[src/rtl/ram_write_arbiter_if.sv]
// Purpose : bundles the two requester ports and the RAM write port of ram_write_arbiter.
// Latency : n/a (signal bundle only).
// Backpress: requesters hold REQ/addr/data until their GNT pulse.
//
// Signals:
//   ramarbREQA/WAA/WDA, ramarbREQB/WAB/WDB : requester A/B request, address, data
//   ramarbGNTA/GNTB                         : one-cycle "request consumed" pulses
//   ramarbERR                               : pulses with GNTx when the address was out of range
//   ramarbBUSY                              : power-up clear in progress, requests ignored
//   ramarbWA/WD/WE                          : RAM write port
interface ram_write_arbiter_if #(
    parameter int AW = 4,
    parameter int DW = 15
);
    logic          ramarbREQA;
    logic [AW-1:0] ramarbWAA;
    logic [DW-1:0] ramarbWDA;
    logic          ramarbGNTA;
    logic          ramarbREQB;
    logic [AW-1:0] ramarbWAB;
    logic [DW-1:0] ramarbWDB;
    logic          ramarbGNTB;
    logic          ramarbERR;
    logic          ramarbBUSY;
    logic [AW-1:0] ramarbWA;
    logic [DW-1:0] ramarbWD;
    logic          ramarbWE;

    // Requester / RAM side.
    modport master (
        output ramarbREQA, ramarbWAA, ramarbWDA,
        output ramarbREQB, ramarbWAB, ramarbWDB,
        input  ramarbGNTA, ramarbGNTB, ramarbERR, ramarbBUSY,
        input  ramarbWA, ramarbWD, ramarbWE
    );

    // Arbiter side.
    modport slave (
        input  ramarbREQA, ramarbWAA, ramarbWDA,
        input  ramarbREQB, ramarbWAB, ramarbWDB,
        output ramarbGNTA, ramarbGNTB, ramarbERR, ramarbBUSY,
        output ramarbWA, ramarbWD, ramarbWE
    );
endinterface

[src/rtl/ram_write_arbiter.sv]
// Purpose : round-robin arbiter sharing one RAM write port between requesters A and B.
// Latency : REQ seen in ARB -> GNT/WE on the next cycle; at most one write every 2 cycles.
// Backpress: a requester holds REQ/addr/data until GNT; requests wait (ignored) while BUSY.
//
// Ports:
//   ramarbCLK  : clock, rising edge, shared with the RAM
//   ramarbRSTN : asynchronous active-low reset
//   bus        : ram_write_arbiter_if.slave (requester ports, GNT/ERR/BUSY, RAM WA/WD/WE)
//
// Build option: RAMARB_INIT_EN -- when defined, every reset is followed by DEPTH
// cycles writing 0 to words 0..DEPTH-1 (BUSY=1). When undefined, reset goes
// straight to arbitration and BUSY is tied low.
module ram_write_arbiter #(
    parameter int DEPTH = 10,
    parameter int AW    = 4,
    parameter int DW    = 15
) (
    input  logic                  ramarbCLK,
    input  logic                  ramarbRSTN,
    ram_write_arbiter_if.slave    bus
);

`ifdef RAMARB_INIT_EN
    typedef enum logic [1:0] {ST_INIT, ST_ARB, ST_WRITE} state_t;
    localparam state_t RST_STATE = ST_INIT;
`else
    typedef enum logic {ST_ARB, ST_WRITE} state_t;
    localparam state_t RST_STATE = ST_ARB;
`endif

    state_t        state_q, state_d;
    logic          we_q, we_d;
    logic [AW-1:0] wa_q, wa_d;
    logic [DW-1:0] wd_q, wd_d;
    logic          gnta_q, gnta_d;
    logic          gntb_q, gntb_d;
    logic          err_q, err_d;
    logic          last_b_q, last_b_d;   // 1: B was granted most recently
`ifdef RAMARB_INIT_EN
    logic [AW-1:0] cnt_q, cnt_d;         // next word to clear
`endif

    logic          sel_a;
    logic [AW-1:0] sel_addr;
    logic [DW-1:0] sel_data;
    logic          sel_ok;

    // A wins when it is the only requester, or when both ask and B went last.
    always_comb begin
        sel_a    = bus.ramarbREQA & (~bus.ramarbREQB | last_b_q);
        sel_addr = sel_a ? bus.ramarbWAA : bus.ramarbWAB;
        sel_data = sel_a ? bus.ramarbWDA : bus.ramarbWDB;
        sel_ok   = ({1'b0, sel_addr} < (AW+1)'(DEPTH));
    end

    always_comb begin
        state_d  = state_q;
        we_d     = 1'b0;
        wa_d     = wa_q;
        wd_d     = wd_q;
        gnta_d   = 1'b0;
        gntb_d   = 1'b0;
        err_d    = 1'b0;
        last_b_d = last_b_q;
`ifdef RAMARB_INIT_EN
        cnt_d    = cnt_q;
`endif
        case (state_q)
`ifdef RAMARB_INIT_EN
            ST_INIT: begin
                // Requests are not looked at here; they stay pending until ARB.
                we_d  = 1'b1;
                wa_d  = cnt_q;
                wd_d  = '0;
                cnt_d = cnt_q + AW'(1);
                if (cnt_q == AW'(DEPTH - 1)) begin
                    state_d = ST_ARB;
                    cnt_d   = '0;
                end
            end
`endif
            ST_ARB: begin
                if (bus.ramarbREQA || bus.ramarbREQB) begin
                    state_d  = ST_WRITE;
                    wa_d     = sel_addr;
                    wd_d     = sel_data;
                    // Out-of-range requests are still consumed, just never written.
                    we_d     = sel_ok;
                    err_d    = ~sel_ok;
                    gnta_d   = sel_a;
                    gntb_d   = ~sel_a;
                    last_b_d = ~sel_a;
                end
            end
            ST_WRITE: begin
                state_d = ST_ARB;
            end
            default: begin
                state_d = ST_ARB;
            end
        endcase
    end

    always_ff @(posedge ramarbCLK or negedge ramarbRSTN) begin
        if (!ramarbRSTN) begin
            state_q  <= RST_STATE;
            we_q     <= 1'b0;
            wa_q     <= '0;
            wd_q     <= '0;
            gnta_q   <= 1'b0;
            gntb_q   <= 1'b0;
            err_q    <= 1'b0;
            last_b_q <= 1'b1;
`ifdef RAMARB_INIT_EN
            cnt_q    <= '0;
`endif
        end else begin
            state_q  <= state_d;
            we_q     <= we_d;
            wa_q     <= wa_d;
            wd_q     <= wd_d;
            gnta_q   <= gnta_d;
            gntb_q   <= gntb_d;
            err_q    <= err_d;
            last_b_q <= last_b_d;
`ifdef RAMARB_INIT_EN
            cnt_q    <= cnt_d;
`endif
        end
    end

    assign bus.ramarbWE   = we_q;
    assign bus.ramarbWA   = wa_q;
    assign bus.ramarbWD   = wd_q;
    assign bus.ramarbGNTA = gnta_q;
    assign bus.ramarbGNTB = gntb_q;
    assign bus.ramarbERR  = err_q;
`ifdef RAMARB_INIT_EN
    assign bus.ramarbBUSY = (state_q == ST_INIT);
`else
    assign bus.ramarbBUSY = 1'b0;
`endif

endmodule

[src/flat_wrapper.sv]
// flat-port wrapper written by rule: the top's interface ports become plain ports
module ram_write_arbiter_flat 
#(
    parameter int DEPTH = 10,
    parameter int AW    = 4,
    parameter int DW    = 15
)
  (ramarbCLK, ramarbRSTN, bus_ramarbREQA, bus_ramarbWAA, bus_ramarbWDA, bus_ramarbREQB, bus_ramarbWAB, bus_ramarbWDB, bus_ramarbGNTA, bus_ramarbGNTB, bus_ramarbERR, bus_ramarbBUSY, bus_ramarbWA, bus_ramarbWD, bus_ramarbWE);
  ram_write_arbiter_if #(.AW(AW), .DW(DW)) bus_i ();
  input  logic ramarbCLK;
  input  logic ramarbRSTN;
  input wire logic [$bits(bus_i.ramarbREQA)-1:0] bus_ramarbREQA;
  input wire logic [$bits(bus_i.ramarbWAA)-1:0] bus_ramarbWAA;
  input wire logic [$bits(bus_i.ramarbWDA)-1:0] bus_ramarbWDA;
  input wire logic [$bits(bus_i.ramarbREQB)-1:0] bus_ramarbREQB;
  input wire logic [$bits(bus_i.ramarbWAB)-1:0] bus_ramarbWAB;
  input wire logic [$bits(bus_i.ramarbWDB)-1:0] bus_ramarbWDB;
  output wire logic [$bits(bus_i.ramarbGNTA)-1:0] bus_ramarbGNTA;
  output wire logic [$bits(bus_i.ramarbGNTB)-1:0] bus_ramarbGNTB;
  output wire logic [$bits(bus_i.ramarbERR)-1:0] bus_ramarbERR;
  output wire logic [$bits(bus_i.ramarbBUSY)-1:0] bus_ramarbBUSY;
  output wire logic [$bits(bus_i.ramarbWA)-1:0] bus_ramarbWA;
  output wire logic [$bits(bus_i.ramarbWD)-1:0] bus_ramarbWD;
  output wire logic [$bits(bus_i.ramarbWE)-1:0] bus_ramarbWE;
  assign bus_i.ramarbREQA = bus_ramarbREQA;
  assign bus_i.ramarbWAA = bus_ramarbWAA;
  assign bus_i.ramarbWDA = bus_ramarbWDA;
  assign bus_i.ramarbREQB = bus_ramarbREQB;
  assign bus_i.ramarbWAB = bus_ramarbWAB;
  assign bus_i.ramarbWDB = bus_ramarbWDB;
  assign bus_ramarbGNTA = bus_i.ramarbGNTA;
  assign bus_ramarbGNTB = bus_i.ramarbGNTB;
  assign bus_ramarbERR = bus_i.ramarbERR;
  assign bus_ramarbBUSY = bus_i.ramarbBUSY;
  assign bus_ramarbWA = bus_i.ramarbWA;
  assign bus_ramarbWD = bus_i.ramarbWD;
  assign bus_ramarbWE = bus_i.ramarbWE;
  ram_write_arbiter #(.DEPTH(DEPTH), .AW(AW), .DW(DW)) u_core (.ramarbCLK(ramarbCLK), .ramarbRSTN(ramarbRSTN), .bus(bus_i));
endmodule
[config.mk]
export PLATFORM = sky130hd
export DESIGN_NAME = ram_write_arbiter_flat
export DESIGN_NICKNAME = d
export VERILOG_FILES = /design/src/rtl/ram_write_arbiter_if.sv /design/src/rtl/ram_write_arbiter.sv /design/src/flat_wrapper.sv
export SDC_FILE = /design/constraint.sdc
export NUM_CORES = 1
export LEC_CHECK = 0
export ABC_AREA = 1
export BUFFER_PORTS_ARGS = -buffer_cell sky130_fd_sc_hd__buf_2
export CORE_MARGIN = 2
export CORE_UTILIZATION = 42
export DETAILED_ROUTE_END_ITERATION = 8
export GPL_TIMING_DRIVEN = 1
export HOLD_SLACK_MARGIN = 0.06
export PLACE_DENSITY = 0.77
export SLEW_MARGIN = 20
export SYNTH_ARGS = -nofsm -noshare
export SYNTH_HDL_FRONTEND = slang
export SYNTH_SLANG_ARGS = --single-unit
[constraint.sdc]
create_clock -name ramarbCLK -period 1.6 [get_ports ramarbCLK]
set_clock_uncertainty 0.1 [all_clocks]
set_input_delay 0.16 -clock ramarbCLK [delete_from_list [all_inputs] [get_ports ramarbCLK]]
set_output_delay 0.16 -clock ramarbCLK [all_outputs]
set_load 0.05 [all_outputs]
==> summary.md, run 1 <==
| Metric | Value |
|---|---|
| Cell Area, Placed | `0.001443 mm²` |
| Crit path arrival time | `1.56 ns` |
| Routed via count | `1268` |
| Worst hold margin | `0.05558 ns` |
| Worst-path clk slew | `0.14 ns` |
| Final Hold Viols | `0` |
| Cell total after placement | `220` |
| Row Count | `18` |
| Logic pwr share | `0.461` |
| Setup Crit Path Kind | `flip-flop to flip-flop` |
| Cells taking the most area after synthesis | `dfrtp_1 (53%), a21oi_1 (15%), nand2_1 (9.3%)` |
| Max Clock Freq | `694.4 MHz` |
| Initial antenna violation count | `0` |
| Remaining DRCs | `0` |
| First-pass GRT wire length | `5713 µm` |
| Switching part of the total | `0.4531` |
| Clk sinks | `25` |
| Worst Hold Class | `primary input to flip-flop` |
| Top-area cell type share of the netlist area | `0.5304` |
| Unrepaired setup endpoints after global routing | `no` |
| Multi-input logic area | `409.1 µm²` |
| CP Capture Type | `flip-flop` |
| CTS H-Tree Depth | `1` |
| Setup Viol. Count Final | `0` |
| Layout cells sized above 1 | `0.3377` |
| Maximum vdd drop | `0.8593 mV` |
| Slew HR | `0.6353` |
| Mapped cell area | `0.001132 mm²` |
| Setup TNS Final | `0 ns` |
| Syn. warnings | `0` |
| Synth area leader | `dfrtp_1` |
| CTS tree | `yes` |
| Commonest non-fill, non-tap cell in the layout | `buf_2` |
| WP data required | `1.72 ns` |
| CTS Buf Count | `3` |
| Largest net degree at the start of global routing | `26` |
| CP peak stage delay | `0.43 ns` |
| Antenna fix cells | `0` |
| Fill cells | `198` |
| Status | `finished, final reports clean` |
| Cell Int Power | `1117 µW` |
| CP max FO | `22` |
| I/O pin count | `66` |
| Sequential power share | `0.400` |
| Die height | `55.93 µm` |
| Top Family by Delay on Critical Path | `flip-flops` |
| Total of max-cap violations | `0` |
| Vias per Instance | `4.915` |
| Most used cell, CP | `a21oi_1` |
| Total global-route track usage | `0.2305` |
| Final setup margin | `0.1599 ns` |
| Slowest cell on crit path | `dfrtp_1` |
| Place WS | `0.1775 ns` |
| Synthesized flop and latch total | `25` |
| Tcrit/Tclk final | `0.9001` |
| Yosys cell types | `19` |
| Final Slew Violations | `0` |
| Startpoint Class | `flip-flop` |
| DIE WIDTH | `55.93 µm` |
| Detailed-route wire length per cell | `13.46 µm` |
| Clock latency on the worst-skew pair | `0.31 ns` |
| RePlAce Congestion | `0.8266` |
| First DRT Iteration DRCs | `24` |
| PD cells | `1128 mW/mm²` |
| Synth-to-Final Area Change | `59.89%` |
| Root Buffer | `clkbuf_4` |
| Pre-antenna DRT Iters | `5` |
| Clock buffer depth | `2` |
| Final Non-Filler Cells | `258` |
| Worst path bufs/invs | `1` |
| # Post-CTS Setup Buffers | `0` |
| Congestion Overflow GR | `0` |
| Mapped Cells | `131` |
| Sequential-to-total area share from yosys stat | `0.5536` |
| Final ANT Viol Nets | `0` |
| Final WL | `3472 µm` |
| Post-route cell area | `0.001810 mm²` |
| Synth Area per Inst | `8.644 µm²` |
| Vias in the first global route | `1337` |
| Placeable core region | `0.002522 mm²` |
| # port buffers | `64` |
| Critical-path cell list | `nor2_4 -> inv_2 -> a21oi_1 -> a21oi_1` |
| Nets@finish | `271` |
| Clock power share | `0.139` |
| FF/Latch Area | `626.9 µm²` |
| Commonest non-fill, non-tap cells in the layout | `buf_2 (64), dlygate4sd3_1 (34), a21oi_1 (33), nand2_1 (28), dfrtp_1 (24)` |
| Syn_nets | `173` |
| Detailed Place HPWL | `2060 µm` |
| Lkg Pwr | `0.0009190 µW` |
| Measured slew at the worst slew-check pin | `0.5471 ns` |
| Starting Density | `0.4489` |
| Psw | `925.6 µW` |
| Die area | `0.003128 mm²` |
| Tmin final | `1.440 ns` |
[worst register-to-register path: stages, from the launching register on]
cell,delay (ns)
dfrtp_1,0.43
nor2_4,0.27
inv_2,0.23
a21oi_1,0.23
a21oi_1,0.09
[flip-flops by register name, summed over array words and instances (netlist names)]
register / count
u_core.bus.ramarbGNTA: 1
u_core.bus.ramarbERR: 1
u_core.bus.ramarbWD: 15
u_core.bus.ramarbGNTB: 1
u_core.state_q: 1
u_core.last_b_q: 1
u_core.bus.ramarbWA: 4
u_core.bus.ramarbWE: 1
[stage by stage]
stage / util / power, µW
after global placement: 0.5719 / 1680
after detailed placement: 0.5719 / 1701
after global routing: 0.7178 / 2146
final: 0.7178 / 2043
after CTS: 0.7173 / 2039
after floorplan: - / 1481
[synth_stat cells]
| cell type | number |
|---|---|
| dfstp_2 | 1 |
| nand2_1 | 28 |
| nand2_2 | 2 |
| a31oi_1 | 1 |
| nor2_4 | 1 |
| buf_6 | 4 |
| buf_2 | 2 |
| inv_2 | 2 |
| o21ai_0 | 1 |
| conb_1 | 1 |
| nand3b_1 | 1 |
| dfrtp_1 | 24 |
| nand3_1 | 1 |
| inv_1 | 5 |
| o21ai_1 | 2 |
| nor2_2 | 1 |
| a21oi_1 | 33 |
| buf_4 | 2 |
| nor2_1 | 19 |
[cell families (layout without fill, tap and decap cells)]
group / Yosys count / in the layout / synth area share
AOI/OAI and AO/OA: 37 / 37 / 0.1646
DFF: 25 / 25 / 0.5536
other: 1 / 1 / 0.003312
and+or+nand+nor: 53 / 53 / 0.1934
buffers and inverters: 15 / 112 / 0.08508
[power groups by stage]
stage	Sequential, µW	Combinational [µW]	Clock (µW)
after floorplan	1250	236	0
after detailed placement	830	871	0
after global placement	826	854	0
after CTS	819	934	286
after global routing	836	999	310
final	817	941	284
[final cells by class]
class	instances	share of cell area
Timing Repair Buffer	101	0.3773
Clock buffer	4	0.01451
Multi-Input combinational cell	91	0.2260
Tap cell	30	0.02073
Inverter	7	0.01520
Sequential cell	25	0.3462
[what timing repair did]
| item | 4_1_cts | 5_1_grt |
|---|---|---|
| setup endpoints to repair | 0 | 2 |
| hold buffers | 34 | 0 |
| endpoints found under the hold margin | 42 | 0 |
| resized for setup | 0 | 1 |
[final timing paths]
| path | slack (ns) | end | depth (start not counted) | start |
|---|---|---|---|---|
| max | 0.16 | u_core.bus.ramarbWD[0]$_DFFE_PN0P_ | 4 | u_core.state_q$_DFF_PN0_ |
| min | 0.06 | u_core.bus.ramarbWD[13]$_DFFE_PN0P_ | 3 | bus_ramarbWDB[13] |
| max reg2reg | 0.16 | u_core.bus.ramarbWD[0]$_DFFE_PN0P_ | 4 | u_core.state_q$_DFF_PN0_ |
| min reg2reg | 0.39 | u_core.bus.ramarbGNTA$_DFF_PN0_ | 1 | u_core.state_q$_DFF_PN0_ |
| max in group asynchronous | 0.78 | u_core.last_b_q$_DFFE_PN1P_ | 2 | ramarbRSTN |
| min in group asynchronous | 0.24 | u_core.bus.ramarbWD[2]$_DFFE_PN0P_ | 2 | ramarbRSTN |
[metal layers]
| layer | GRT usage | up-vias | share of wire |
|---|---|---|---|
| met1 | 0.2669 | 589 | 0.39 |
| met5 | 0 | - | 0 |
| met2 | 0.4218 | 55 | 0.54 |
| met4 | 0.09184 | 0 | 0.024 |
| li1 | - | 616 | - |
| met3 | 0.03721 | 8 | 0.055 |
Power figures use the tool's default switching activity.
==> run 2, diff against run 1 <==
--- a/config.mk
+++ b/config.mk
@@ -7,8 +7,10 @@
 export LEC_CHECK = 0
 export ABC_AREA = 1
 export BUFFER_PORTS_ARGS = -buffer_cell sky130_fd_sc_hd__buf_2
+export CORE_ASPECT_RATIO = 0.7
 export CORE_MARGIN = 2
 export CORE_UTILIZATION = 42
+export CTS_BUF_LIST = sky130_fd_sc_hd__clkbuf_16
 export DETAILED_ROUTE_END_ITERATION = 8
 export GPL_TIMING_DRIVEN = 1
 export HOLD_SLACK_MARGIN = 0.06
==> summary.md, run 2 (synthesized netlist as in run 1, its figures left out) <==
| Metric | Value |
|---|---|
| Status | `finished, final reports clean` |
| Commonest non-fill, non-tap cell in the layout | `buf_2` |
| Largest net degree at the start of global routing | `26 (unchanged)` |
| Top Family by Delay on Critical Path | `flip-flops` |
| Vias per Instance | `4.979 (+1.3%)` |
| First DRT Iteration DRCs | `56 (+130%)` |
| Worst r2r dst | `u_core.bus.ramarbERR$_DFF_PN0_` |
| Placeable core region | `0.002515 mm² (-0.30%)` |
| # port buffers | `64 (unchanged)` |
| Total global-route track usage | `0.2020 (-0.02846)` |
| Worst path bufs/invs | `2 (+1)` |
| Most used cell, CP | `nand2_1` |
| Clock latency on the worst-skew pair | `0.25 ns (-0.06 ns)` |
| Measured slew at the worst slew-check pin | `0.5396 ns (-0.007503 ns)` |
| Final Non-Filler Cells | `240 (-7.0%)` |
| Tcrit/Tclk final | `0.9207 (+0.02065)` |
| Cell total after placement | `224 (+1.8%)` |
| Cts-stage hold buffer count | `12 (-65%)` |
| Die area | `0.003134 mm² (+0.20%)` |
| Crit path arrival time | `1.55 ns (about the same)` |
| Detailed-route wire length per cell | `12.89 µm (-4.2%)` |
| Clock buffer depth | `2 (unchanged)` |
| Commonest non-fill, non-tap cells in the layout | `buf_2 (64), a21oi_1 (33), nand2_1 (28), dfrtp_1 (24), nor2_1 (19)` |
| Post-CTS sizing | `0 (unchanged)` |
| Post-route cell area | `0.001647 mm² (-9.1%)` |
| Unrepaired setup endpoints after global routing | `no` |
| Final Slew Violations | `0 (unchanged)` |
| FF-to-FF path depth | `8 (+4)` |
| CP peak stage delay | `0.51 ns (+0.08 ns)` |
| Startpoint Class | `flip-flop` |
| Layout cells sized above 1 | `0.3738 (+0.03607)` |
| CP Capture Type | `flip-flop` |
| CP max FO | `17 (-23%)` |
| Starting Density | `0.4502 (+0.001340)` |
| I/O pin count | `66 (unchanged)` |
| Slew HR | `0.6403 (+0.005002)` |
| Max FFs per register | `15 (unchanged)` |
| Die height | `47.44 µm (-15%)` |
| Max Clock Freq | `678.8 MHz (-2.2%)` |
| Worst-path clk slew | `0.06 ns (-0.08 ns)` |
| Lkg Pwr | `0.0008552 µW (-6.9%)` |
| Crit path from | `u_core.last_b_q$_DFFE_PN1P_` |
| Critical-path cell list | `inv_1 -> nand2_2 -> nand2_2 -> inv_2 -> nand2_1 -> nand2_1 -> nand2_1 -> nor2_1` |
| Final ANT Viol Nets | `0 (unchanged)` |
| Nets@finish | `249 (-8.1%)` |
| Crit path capture | `u_core.bus.ramarbERR$_DFF_PN0_` |
| Setup Crit Path Kind | `flip-flop to flip-flop` |
| Antenna fix cells | `0 (unchanged)` |
| Vias in the first global route | `1098 (-18%)` |
| FF-to-FF setup slack | `0.13 ns (-0.03 ns)` |
| Final WL | `3093 µm (-11%)` |
| First-pass GRT wire length | `4657 µm (-18%)` |
| Synth-to-Final Area Change | `45.41%` |
| Worst Hold Class | `primary input to flip-flop` |
| WP data required | `1.68 ns (-0.04 ns)` |
| Setup TNS Final | `0 ns (unchanged)` |
| RePlAce Congestion | `0.9439 (+14%)` |
| Slowest cell on crit path | `dfstp_2` |
| Remaining DRCs | `0 (unchanged)` |
| Cell Area, Placed | `0.001448 mm² (+0.35%)` |
| Maximum vdd drop | `0.7490 mV (-13%)` |
| Final Hold Viols | `0 (unchanged)` |
| Congestion Overflow GR | `0 (unchanged)` |
| Worst path depth | `8 (+4)` |
| Routed via count | `1195 (-5.8%)` |
| Detailed Place HPWL | `2100 µm (+2.0%)` |
| Pre-antenna DRT Iters | `4 (-1)` |
| Setup Viol. Count Final | `0 (unchanged)` |
| Total of max-cap violations | `0 (unchanged)` |
| # Post-CTS Setup Buffers | `0 (unchanged)` |
| Clk sinks | `25 (unchanged)` |
| DIE WIDTH | `66.06 µm (+18%)` |
| Root Buffer | `clkbuf_16` |
| CTS H-Tree Depth | `1 (unchanged)` |
| CTS Buf Count | `3 (unchanged)` |
| Tmin final | `1.473 ns (+0.03305 ns)` |
| Critical R2R Launch | `u_core.last_b_q$_DFFE_PN1P_` |
| Row Count | `15 (-3)` |
| Initial antenna violation count | `0 (unchanged)` |
| CTS tree | `yes` |
| PD cells | `1368 mW/mm² (+21%)` |
==> run 2: cell count changes in the layout (fill, tap and decap cells not counted) <==
cell           before  now
inv_2               1    2
clkbuf_16           0    3
inv_1               5    6
dlygate4sd3_1      34   12
clkinv_2            1    0
clkbuf_4            3    0
clkbuf_1            1    0
==> run 2: layout make-up <==
class / instances / area [µm²]
fillers: 215 / 868.3
clock inverters: 1 / 3.754
repair buffers: 79 / 462.9
inverters: 7 / 26.28
multi-input cells: 91 / 409.1
flip-flops and latches: 25 / 626.9
clock buffers: 3 / 75.07
well taps: 34 / 42.54
==> run 2: how the worst min path moves through the flow <==
stage	from	end	slack, ns	depth (start not counted)
3_5_place_dp	ramarbRSTN	u_core.bus.ramarbWD[14]$_DFFE_PN0P_	0.07	1
2_1_floorplan	ramarbRSTN	u_core.bus.ramarbERR$_DFF_PN0_	-0.24	0
4_1_cts	bus_ramarbWDA[2]	u_core.bus.ramarbWD[2]$_DFFE_PN0P_	0.06	3
3_3_place_gp	ramarbRSTN	u_core.bus.ramarbGNTB$_DFF_PN0_	0.07	1
5_1_grt	bus_ramarbWDA[11]	u_core.bus.ramarbWD[11]$_DFFE_PN0P_	0.07	3
6_report	bus_ramarbWAA[0]	u_core.bus.ramarbWA[0]$_DFFE_PN0P_	0.07	3
==> run 2: worst min-delay path, delay by kind of cell <==
kind	cells	cell delay (ns)
and+or+nand+nor	1	0.06
buffers and inverters	1	0.10
AOI/OAI and AO/OA	1	0.06
==> run 2: routing by layer <==
metal / up-vias / GRT usage / part of all wire
met1: 566 / 0.2523 / 0.44
met3: 2 / 0.06118 / 0.079
met2: 57 / 0.3616 / 0.47
met4: 0 / 0.04082 / 0.0032
met5: - / 0 / 0
li1: 570 / - / -
==> run 2: report_power, final <==
| part | total, µW | leakage, µW | internal, µW | switching [µW] |
|---|---|---|---|---|
| registers | 825 | 0.000289 | 760 | 64.5 |
| clock network | 532 | 0.0000423 | 333 | 198 |
| logic | 896 | 0.000523 | 227 | 669 |
| total | 2250 | 0.000855 | 1320 | 932 |
==> run 2: through the flow <==
stage	total power (µW)	hold WS [ns]	setup WS (ns)	utilization
3_5_place_dp	1702	0.07448	0.1405	0.5756
5_1_grt	2362	0.06901	0.02696	0.6547
3_3_place_gp	1685	0.06764	0.1899	0.5756
4_1_cts	2263	0.06273	0.1194	0.6547
6_report	2253	0.06514	0.1269	0.6547
2_1_floorplan	1481	-0.2356	0.3474	-
==> run 3, diff against run 2 <==
==> constraint.sdc (replaced) <==
create_clock -name ramarbCLK -period 1.4 [get_ports ramarbCLK]
set_clock_uncertainty 0.1 [all_clocks]
set_input_delay 0.14 -clock ramarbCLK [delete_from_list [all_inputs] [get_ports ramarbCLK]]
set_output_delay 0.14 -clock ramarbCLK [all_outputs]
set_load 0.05 [all_outputs]
==> summary.md, run 3 (synthesized netlist as in run 1, its figures left out) <==
| Metric | Value |
|---|---|
| RePlAce Congestion | `0.8915 (-5.6%)` |
| Tcrit/Tclk final | `0.9664 (+0.04572)` |
| DIE WIDTH | `66.06 µm (unchanged)` |
| Final setup margin | `0.04701 ns (-0.07987 ns)` |
| Final Slew Violations | `0 (unchanged)` |
| Initial antenna violation count | `0 (unchanged)` |
| Vias in the first global route | `1139 (+3.7%)` |
| FF-to-FF setup slack | `0.05 ns (-0.08 ns)` |
| Crit path capture | `u_core.bus.ramarbWD[13]$_DFFE_PN0P_` |
| Final ANT Viol Nets | `0 (unchanged)` |
| Switching part of the total | `0.4162 (+0.002494)` |
| Sequential power share | `0.355 (-0.011)` |
| Tmin final | `1.353 ns (-0.1201 ns)` |
| Total of max-cap violations | `0 (unchanged)` |
| Crit path arrival time | `1.40 ns (-0.15 ns)` |
| Clk sinks | `25 (unchanged)` |
| Layout cells sized above 1 | `0.4112 (+0.03743)` |
| Unrepaired setup endpoints after global routing | `yes` |
| Slew HR | `0.6331 (-0.007170)` |
| CP max FO | `15 (-2)` |
| Setup Viol. Count Final | `0 (unchanged)` |
| Total global-route track usage | `0.2155 (+0.01345)` |
| I/O pin count | `66 (unchanged)` |
| WP data required | `1.44 ns (-0.24 ns)` |
| Final WL | `3298 µm (+6.6%)` |
| Final Hold Viols | `0 (unchanged)` |
| Detailed-route wire length per cell | `13.30 µm (+3.2%)` |
| Synth-to-Final Area Change | `55.36%` |
| Commonest non-fill, non-tap cells in the layout | `buf_2 (64), nand2_1 (28), a21oi_1 (26), dfrtp_1 (24), nor2_1 (19)` |
| Status | `finished, final reports clean` |
| CTS H-Tree Depth | `1 (unchanged)` |
| Startpoint Class | `flip-flop` |
| Congestion Overflow GR | `0 (unchanged)` |
| Worst r2r dst | `u_core.bus.ramarbWD[13]$_DFFE_PN0P_` |
| Lkg Pwr | `0.0008973 µW (+4.9%)` |
| Row Count | `15 (unchanged)` |
| Die height | `47.44 µm (unchanged)` |
| Clock latency on the worst-skew pair | `0.25 ns (about the same)` |
| Fin util | `0.6995 (+0.04478)` |
| First-pass GRT wire length | `4892 µm (+5.0%)` |
| Starting Density | `0.4502 (unchanged)` |
| Measured slew at the worst slew-check pin | `0.5504 ns (+0.01075 ns)` |
| Die area | `0.003134 mm² (unchanged)` |
| Psw | `1102 µW (+18%)` |
| CP Capture Type | `flip-flop` |
| Root Buffer | `clkbuf_16` |
| Setup Crit Path Kind | `flip-flop to flip-flop` |
| Detailed Place HPWL | `2191 µm (+4.3%)` |
| Max FFs per register | `15 (unchanged)` |
| Max Clock Freq | `739.1 MHz (+8.9%)` |
| Cell Int Power | `1546 µW (+17%)` |
| Remaining DRCs | `0 (unchanged)` |
| Cell total after placement | `227 (+1.3%)` |
| Clock power share | `0.237 (about the same)` |
| # port buffers | `64 (unchanged)` |
| PD cells | `1505 mW/mm² (+10%)` |
| First DRT Iteration DRCs | `60 (+7.1%)` |
| Clock buffer depth | `2 (unchanged)` |
| Pre-antenna DRT Iters | `4 (unchanged)` |
| Commonest non-fill, non-tap cell in the layout | `buf_2` |
| Nets@finish | `257 (+3.2%)` |
| Worst Hold Class | `primary input to flip-flop` |
| Crit path from | `u_core.last_b_q$_DFFE_PN1P_` |
| Placeable core region | `0.002515 mm² (unchanged)` |
| CTS tree | `yes` |
| Maximum vdd drop | `0.9182 mV (+23%)` |
| Place WS | `0.01396 ns (-0.1265 ns)` |
| Vias per Instance | `4.859 (-2.4%)` |
| Routed via count | `1205 (+0.84%)` |
| Antenna fix cells | `0 (unchanged)` |
| Largest net degree at the start of global routing | `26 (unchanged)` |
| Worst-path clk slew | `0.06 ns (about the same)` |
| Logic pwr share | `0.408 (+0.010)` |
| FF-to-FF path depth | `6 (-2)` |
| Final Non-Filler Cells | `248 (+3.3%)` |
| CTS Buf Count | `3 (unchanged)` |
| Total power | `2648 µW (+18%)` |
| Critical R2R Launch | `u_core.last_b_q$_DFFE_PN1P_` |
## run 3: final cells by class
cell class | instances | area (µm²)
Fill cell | 192 | 755.7
Multi-Input combinational cell | 91 | 440.4
Tap cell | 34 | 42.54
Inverter | 7 | 26.28
Sequential cell | 25 | 626.9
Clock inverter | 1 | 5.005
Timing Repair Buffer | 87 | 543.0
Clock buffer | 3 | 75.07
## run 3: metrics by stage
stage               cell area, µm²  setup TNS, ns  hold slack [ns]
finish                        1759              0          0.06759
CTS                           1720              0          0.06532
detailed placement            1470              0          0.06000
global route                  1759       -0.03997          0.08296
floorplan                     1132              0          -0.2556
global placement              1470              0          0.05176
## run 3: worst min-delay path by stage
stage	from	cells past startpoint	to
CTS	bus_ramarbWDB[14]	3	u_core.bus.ramarbWD[14]$_DFFE_PN0P_
detailed placement	ramarbRSTN	1	u_core.bus.ramarbGNTB$_DFF_PN0_
floorplan	ramarbRSTN	0	u_core.bus.ramarbERR$_DFF_PN0_
global route	bus_ramarbWDB[1]	3	u_core.bus.ramarbWD[1]$_DFFE_PN0P_
finish	bus_ramarbWDB[12]	3	u_core.bus.ramarbWD[12]$_DFFE_PN0P_
global placement	ramarbRSTN	1	u_core.bus.ramarbGNTB$_DFF_PN0_
## run 3: what timing repair did
item | 4_1_cts | 5_1_grt
resized for setup | 0 | 10
hold buffers | 17 | 0
setup buffers | 0 | 0
endpoints found under the setup margin | 0 | 16
endpoints found under the hold margin | 40 | 0
## run 3: critical path, cell delays in order, from the launching register on
cell and delay [ns]:
dfstp_2 0.51, inv_1 0.05, nand2_2 0.09, nand2_4 0.08, buf_6 0.17, a21oi_1 0.17
a21oi_2 0.07
## run 3: power by group through the flow
stage          sequential, µW  combinational, µW  clock (µW)
2_1_floorplan            1420                269           0
5_1_grt                   957               1140         661
3_3_place_gp              948                990           0
6_report                  941               1080         627
3_5_place_dp              948               1010           0
4_1_cts                   940               1050         637
## run 3: layer usage
layer,GRT usage,vias to the layer above,share of wire
li1,-,586,-
met1,0.2652,555,0.40
met2,0.3879,58,0.51
met3,0.05647,6,0.079
met4,0.06531,0,0.012
met5,0,-,0
